**src/rtl/scs8hd_inv_pipe_bank_pkg.sv**
```systemverilog
// Shared definitions for the inverting pipeline bank: stage-mode encoding
// and parameter legality helpers.
package scs8hd_inv_pipe_bank_pkg;

    typedef logic [1:0] mode_t;

    // Stage-enable modes driven from the top-level decode into every stage.
    localparam mode_t MODE_HOLD    = 2'd0;
    localparam mode_t MODE_CAPTURE = 2'd1;
    localparam mode_t MODE_SHIFT   = 2'd2;

    localparam int WIDTH_MIN = 1;
    localparam int WIDTH_MAX = 32;
    localparam int DEPTH_MIN = 1;
    localparam int DEPTH_MAX = 4;

    function automatic bit width_legal(input int w);
        return (w >= WIDTH_MIN) && (w <= WIDTH_MAX);
    endfunction

    function automatic bit depth_legal(input int d);
        return (d >= DEPTH_MIN) && (d <= DEPTH_MAX);
    endfunction

endpackage

```
**src/rtl/scs8hd_inv_pipe_stage.sv**
```systemverilog
// One WIDTH-bit pipeline stage: parallel capture, serial scan shift
// (bit 0 in, bit WIDTH-1 out) and hold, with asynchronous clear.
module scs8hd_inv_pipe_stage
    import scs8hd_inv_pipe_bank_pkg::*;
#(
    parameter int WIDTH = 8
) (
    input  logic             clk,
    input  logic             rst,
    input  mode_t            mode,
    input  logic [WIDTH-1:0] cap_d,
    input  logic             shift_in,
    output logic [WIDTH-1:0] q,
    output logic             shift_out
);

    logic [WIDTH-1:0] q_r;
    logic [WIDTH-1:0] shift_next_s;

    // A one-bit stage has no internal neighbour; the scan bit replaces it.
    if (WIDTH == 1) begin : g_shift_w1
        assign shift_next_s = shift_in;
    end else begin : g_shift_wn
        assign shift_next_s = {q_r[WIDTH-2:0], shift_in};
    end

    // Stage register: clear on reset, otherwise hold, capture or shift by mode.
    always_ff @(posedge clk or posedge rst) begin
        if (rst) begin
            q_r <= {WIDTH{1'b0}};
        end else begin
            case (mode)
                MODE_HOLD:    q_r <= q_r;
                MODE_CAPTURE: q_r <= cap_d;
                MODE_SHIFT:   q_r <= shift_next_s;
                default:      q_r <= {WIDTH{1'bx}};
            endcase
        end
    end

    assign q         = q_r;
    assign shift_out = q_r[WIDTH-1];

endmodule

```
**src/rtl/scs8hd_inv_pipe_bank.sv**
```systemverilog
// WIDTH-bit inverting retiming pipeline of DEPTH stages with a full scan
// chain through every stored bit. Mask inversion applies only on capture.
module scs8hd_inv_pipe_bank
    import scs8hd_inv_pipe_bank_pkg::*;
#(
    parameter int               WIDTH    = 8,
    parameter int               DEPTH    = 2,
    parameter logic [WIDTH-1:0] INV_MASK = {WIDTH{1'b1}}
) (
`ifdef SC_USE_PG_PIN
    input  logic             vpwr,
    input  logic             vgnd,
    input  logic             vpb,
    input  logic             vnb,
`endif
    input  logic             CLK,
    input  logic             RESET,
    input  logic [WIDTH-1:0] A,
    input  logic             DE,
    input  logic             SCE,
    input  logic             SCD,
    output logic [WIDTH-1:0] Y,
    output logic             SCO
);

    // Out-of-range parameters elaborate a module that does not exist.
    if (!(width_legal(WIDTH) && depth_legal(DEPTH))) begin : g_bad_params
        illegal_scs8hd_inv_pipe_bank_parameters u_bad ();
    end

    mode_t            mode_s;
    logic [WIDTH-1:0] stage_q_s  [DEPTH];
    logic [DEPTH-1:0] stage_so_s;

    // Mode decode: scan enable wins over data enable; unknown controls poison.
    always_comb begin
        mode_s = MODE_HOLD;
        case ({SCE, DE})
            2'b00:        mode_s = MODE_HOLD;
            2'b01:        mode_s = MODE_CAPTURE;
            2'b10, 2'b11: mode_s = MODE_SHIFT;
            default:      mode_s = 2'bxx;
        endcase
    end

    // Stage 0 captures the masked input and takes SCD; later stages chain on.
    for (genvar k = 0; k < DEPTH; k++) begin : g_stage
        logic [WIDTH-1:0] cap_d_s;
        logic             shift_in_s;

        if (k == 0) begin : g_head
            assign cap_d_s    = A ^ INV_MASK;
            assign shift_in_s = SCD;
        end else begin : g_tail
            assign cap_d_s    = stage_q_s[k-1];
            assign shift_in_s = stage_so_s[k-1];
        end

        scs8hd_inv_pipe_stage #(
            .WIDTH (WIDTH)
        ) u_stage (
            .clk       (CLK),
            .rst       (RESET),
            .mode      (mode_s),
            .cap_d     (cap_d_s),
            .shift_in  (shift_in_s),
            .q         (stage_q_s[k]),
            .shift_out (stage_so_s[k])
        );
    end

`ifdef SC_USE_PG_PIN
    for (genvar i = 0; i < WIDTH; i++) begin : g_pg_y
        scs8hd_pg_U_VPWR_VGND u_pg_y (Y[i], stage_q_s[DEPTH-1][i], vpwr, vgnd);
    end
    scs8hd_pg_U_VPWR_VGND u_pg_sco (SCO, stage_so_s[DEPTH-1], vpwr, vgnd);
`else
    assign Y   = stage_q_s[DEPTH-1];
    assign SCO = stage_so_s[DEPTH-1];
`endif

`ifdef SCS8HD_TIMING
    reg notifier;
    specify
        (CLK *> Y)   = (0:0:0, 0:0:0);
        (CLK => SCO) = (0:0:0, 0:0:0);
        $setuphold(posedge CLK, A,   0:0:0, 0:0:0, notifier);
        $setuphold(posedge CLK, DE,  0:0:0, 0:0:0, notifier);
        $setuphold(posedge CLK, SCE, 0:0:0, 0:0:0, notifier);
        $setuphold(posedge CLK, SCD, 0:0:0, 0:0:0, notifier);
    endspecify
`endif

endmodule

```
**config.mk**
```make
export PLATFORM = sky130hd
export DESIGN_NAME = scs8hd_inv_pipe_bank
export DESIGN_NICKNAME = d
export VERILOG_FILES = /design/src/rtl/scs8hd_inv_pipe_bank_pkg.sv /design/src/rtl/scs8hd_inv_pipe_stage.sv /design/src/rtl/scs8hd_inv_pipe_bank.sv
export SDC_FILE = /design/constraint.sdc
export NUM_CORES = 1
export LEC_CHECK = 0
export CORE_UTILIZATION = 46
export DETAILED_ROUTE_END_ITERATION = 10
export GPL_TIMING_DRIVEN = 1
export HOLD_SLACK_MARGIN = 0.05
export PLACE_DENSITY_LB_ADDON = 0.3
export SKIP_CTS_REPAIR_TIMING = 1
export SYNTH_ARGS = -nofsm -noshare
export SYNTH_HDL_FRONTEND = slang
export SYNTH_HIERARCHICAL = 1
export SYNTH_SLANG_ARGS = --single-unit
```
**constraint.sdc**
```tcl
create_clock -name CLK -period 1.1 [get_ports CLK]
set_clock_uncertainty 0.05 [all_clocks]
set_input_delay 0.165 -clock CLK [delete_from_list [all_inputs] [get_ports CLK]]
set_output_delay 0.165 -clock CLK [all_outputs]
set_load 0.01 [all_outputs]
```
Word-level counts from Yosys, hierarchy flattened
Index checks and enable logic that the tools add are counted.
W data, S select, Z words.
{"block": "word_totals", "elab_cells": 14, "ramBits": 0, "regBits": 16, "inputBits": 13, "latch_bits": 0, "mem_bits_ro": 0, "mem_count": 0, "out_inout_bits": 9}
{"block": "op_classes", "shift": 0, "mux": 3, "multipliers": 0, "bitwise": 1, "addsub": 0, "n_lt_le_gt_ge": 0, "reduce_logical": 3, "eq_ne": 5, "n_div": 0}
{"cell": "$pmux W8 S2", "count": 2}
{"cell": "$not A8 Y8", "count": 1}
{"cell": "$eq A2 B2 Y1 const B", "count": 3}
{"cell": "$pmux W2 S3", "count": 1}
{"cell": "$eq A2 B1 Y1 const B", "count": 2}
{"cell": "$logic_not A2 Y1", "count": 2}
{"cell": "$reduce_or A2 Y1", "count": 1}

Longest topological paths before layout
{"block": "depth", "depth_word": 5, "ltp_mapped": 4, "ltp_nobuf": 3}

Hierarchy
Netlist, hierarchy kept.
{"mod": "scs8hd_inv_pipe_stage", "seq_area_each_um2": 200.2, "cells_each": 36, "area_per_inst_um2": 384.1, "n_inst": 2}
{"mod": "scs8hd_inv_pipe_bank", "seq_area_each_um2": 0.0, "cells_each": 10, "area_per_inst_um2": 40.0, "n_inst": 1}

Worst setup path before layout
OpenSTA, ideal clock, no wires.
{"block": "synth_timing", "path_type": "input to register", "startpoint": "input DE", "endpoint": "register g_stage[0].u_stage.q_r[0]", "arrival_ns": 1.012, "required_ns": 0.929, "setup_ns": 0.121, "slack_ns": -0.083, "path_buffers": 1, "path_stages": 3, "path_cell_list": "nor2b_1 -> buf_6 -> o21ai_1"}
{"block": "synth_via", "elab_chain_cells": 5, "word_cells_on_any_way": 10, "classes_between": "5 x eq/ne; 2 x mux; 3 x reduce/logical"}
{"element": "start, declared", "line_no": "scs8hd_inv_pipe_bank.sv:19", "rtl": "input logic DE,"}
{"element": "$eq A2 B2 Y1", "line_no": "scs8hd_inv_pipe_bank.sv:38", "rtl": "case ({SCE, DE})"}
{"element": "$reduce_or A2 Y1", "line_no": "scs8hd_inv_pipe_bank.sv:38"}
{"element": "$pmux W2 S3 (*)", "line_no": "scs8hd_inv_pipe_bank.sv:38"}
{"element": "$eq A2 B2 Y1 or $eq A2 B1 Y1 (tied branches)", "line_no": "scs8hd_inv_pipe_stage.sv:32", "rtl": "case (mode)"}
{"element": "$pmux W8 S2", "line_no": "scs8hd_inv_pipe_stage.sv:32"}
{"element": "end signal, assigned", "line_no": "scs8hd_inv_pipe_stage.sv:33", "rtl": "MODE_HOLD: q_r <= q_r;"}
{"element": "end signal, assigned", "line_no": "scs8hd_inv_pipe_stage.sv:34", "rtl": "MODE_CAPTURE: q_r <= cap_d;"}
{"element": "end signal, assigned", "line_no": "scs8hd_inv_pipe_stage.sv:35", "rtl": "MODE_SHIFT: q_r <= shift_next_s;"}
{"element": "end, declared", "line_no": "scs8hd_inv_pipe_stage.sv:17", "rtl": "logic [WIDTH-1:0] q_r;"}
Every way passes the cells marked *; elsewhere a longest branch is shown, timed or not.
A chain may end at the register's enable or synchronous reset.

Final worst setup path
{"block": "layout_timing", "startpoint": "register g_stage[1].u_stage.q_r[1]", "endpoint": "output Y[1]"}
{"element": "start, declared", "line_no": "scs8hd_inv_pipe_stage.sv:17"}
{"element": "start signal, assigned", "line_no": "scs8hd_inv_pipe_stage.sv:30", "rtl": "q_r <= {WIDTH{1'b0}};"}
{"element": "start signal, assigned", "line_no": "scs8hd_inv_pipe_stage.sv:33"}
{"element": "start signal, assigned", "line_no": "scs8hd_inv_pipe_stage.sv:34"}
{"element": "end, declared", "line_no": "scs8hd_inv_pipe_bank.sv:22", "rtl": "output logic [WIDTH-1:0] Y,"}
No word-level cell between the ends.

==> results.py <==
metrics = {
    "power_and_ir_drop": {
        "switching_share_pct": 28.0,
        "power_density_nw_per_um2": 1490,
        "p_clk_share_pct": 22.9,
        "p_int_mw": 1.20,
        "total_power_mw": 1.67,
        "comb_power_share_pct": 31.0,
        "seq_power_share_pct": 46.1,
        "switchingPower_mw": 0.467,
        "power_leakage_nw": 0.646,
        "ir_drop_mv": 1.09,
    },
    "route": {
        "via_count": 600,
        "wl_per_cell_um": 11.6,
        "met2_length_um": 742,
        "drc": 0,
        "wirelength_mm": 1.48,
        "viasPerCell": 4.69,
        "topRoutingLayerUsed": "met4",
        "met1_length_um": 676,
        "ant_nets": 0,
        "wl_met3_um": 58,
        "detail_route.first_pass.iterations": 5,
        "drt_iter0_markers": 7,
    },
    "logic_synthesis": {
        "netlist_area_um2": 808,
        "syn-num-nets": 95,
        "avgSynthCellArea_um2": 9.86,
        "yosysWarnings": 6,
        "synth_cells": 82,
        "synth.distinct_cells": 9,
        "synth-seq-cells": 16,
        "ys_seq_area_share_pct": 49.5,
    },
    "layout": {
        "stdcell_count": 128,
        "drive_gt1_share_pct": 17.9,
        "fin_util_pct": 71.0,
        "fill_cells": 131,
        "fin_nets": 126,
        "multi_input_area_um2": 309,
        "largest_reg_flops": 16,
        "layout_common_cells": "mux2i_1, nand2_1, o21ai_1, dfrtp_1, clkdlybuf4s50_1",
        "area_delta_synth_final_pct": 38.5,
        "layout.area.seq_um2": 400,
        "num_antenna_cells": 0,
    },
    "die": {
        "die_area_um2": 1930,
        "ioPinCount": 22,
        "coreArea_um2": 1580,
        "die_y_um": 43.9,
        "die_w_um": 43.9,
        "start_util_pct": 51.3,
        "num_rows": 14,
    },
    "place": {
        "portBuffers": 21,
        "dpl.cell_count": 122,
        "hpwl_mm": 1.06,
        "gp_congestion": 0.728,
    },
    "worst_setup_path": {
        "setup.worst_path.start_class": "flop",
        "crit_path_end_kind": "output pin",
        "cp_max_fo": 2,
        "path_class": "flop to output pin",
        "cp.required_ns": 0.88,
        "critPathTopFamily": "flip-flops",
        "path_buf_inv": 1,
        "arrival_ns": 0.85,
        "slowest_stage": "dfrtp_1",
        "crit_chain": "dlymetal6s2s_1",
        "cp_slowest_stage_delay_ns": 0.40,
    },
    "sta": {
        "min_period_over_period_pct": 96.8,
        "slew_headroom_pct": 78.0,
        "worst_pin_slew_ns": 0.330,
        "finalHoldViolations": 0,
        "hold_ws_ns": 0.0943,
        "drv_slew": 0,
        "setup_violations": 0,
        "finalCriticalPeriod_ns": 1.07,
        "fmax_mhz": 939,
    },
    "clocking": {
        "cts.clk_slew.worst_paths_ns": 0.09,
        "cts_buffer_depth": 2,
        "h-tree-depth": 1,
        "cts.sinks": 16,
        "clock_latency_ns": 0.28,
        "cts_made_buffers": 3,
        "cts_tree": "yes",
        "clockRootBuffer": "clkbuf_4",
    },
    "grt": {
        "antenna_found_initial": 0,
        "grt_max_degree": 33,
        "grt_usage_pct": 18.8,
        "grt_first_pass_wirelength_mm": 2.60,
        "grt_pass1_vias": 612,
        "grt_overflow": 0,
    },
    "flow_run": {
        "drv_cap": 0,
    },
    "outcome": {
        "status": "complete, no violations",
    },
    "worst_hold_path": {
        "min_path_type": "input pin to async pin",
    },
}
-- power by group through the flow --
stage / sequential, mW / combinational, mW / clock, mW
floorplan: 0.811 / 0.217 / 0
global placement: 0.779 / 0.526 / 0
detailed placement: 0.783 / 0.541 / 0
CTS: 0.772 / 0.542 / 0.399
global route: 0.785 / 0.566 / 0.421
finish: 0.769 / 0.518 / 0.382
-- Yosys cell counts, drive strengths merged --
master  instances  area (µm²)
dfrtp          16         400
mux2i          16         160
nand2          16        60.1
o21ai          16        80.1
inv            10        37.5
buf             6        60.1
clkbuf          1        3.75
nor2b           1        6.26
-- routing by layer --
layer,GRT usage (%),vias to the layer above
met5,0,-
met4,10.3,0
met3,2.50,2
met2,31.3,15
met1,23.6,261
li1,-,322
-- worst paths after layout --
path / from / endpoint / slack [ns] / cells after the start
worst min register to register: g_stage[0].u_stage/q[1] / g_stage[1].u_stage/q[1] / 0.48 / 2
worst max-delay path: g_stage[1].u_stage/q[1] / Y[1] / 0.03 / 1
max in group asynchronous: RESET / g_stage[0].u_stage/q[0] / 0.65 / 2
worst max register to register: g_stage[1].u_stage/q[0] / g_stage[1].u_stage/q[1] / 0.19 / 3
min in group CLK: A[1] / g_stage[0].u_stage/q[1] / 0.41 / 4
worst min-delay path: RESET / g_stage[1].u_stage/q[2] / 0.09 / 2
-- metrics by stage --
step / instance area (µm²) / worst slack (ns) / TNS (ns)
final: 1120 / 0.0349 / 0
after global routing: 1120 / -0.000978 / -0.000978
after CTS: 1100 / -0.331 / -2.81
after detailed placement: 1060 / -0.352 / -4.37
after global placement: 1060 / -0.255 / -3.55
after floorplan: 811 / 0.142 / 0
-- kinds of logic (layout without fill, tap and decap cells) --
logic type             after synthesis  count (layout)  share of synthesized area, %
AOI/OAI and AO/OA                   16              16                          9.91
buffers and inverters               17              47                          12.5
DFF                                 16              16                          49.5
muxes                               16              16                          19.8
and+or+nand+nor                     17              17                          8.21
-- cell type report --
type,instances,area share (%)
Clock buffer,4,3.24
Sequential cell,16,35.8
Multi-Input combinational cell,49,27.6
Timing Repair Buffer,33,28.3
Tap cell,16,1.79
Inverter,10,3.35
(Power assumes the default switching activity.)
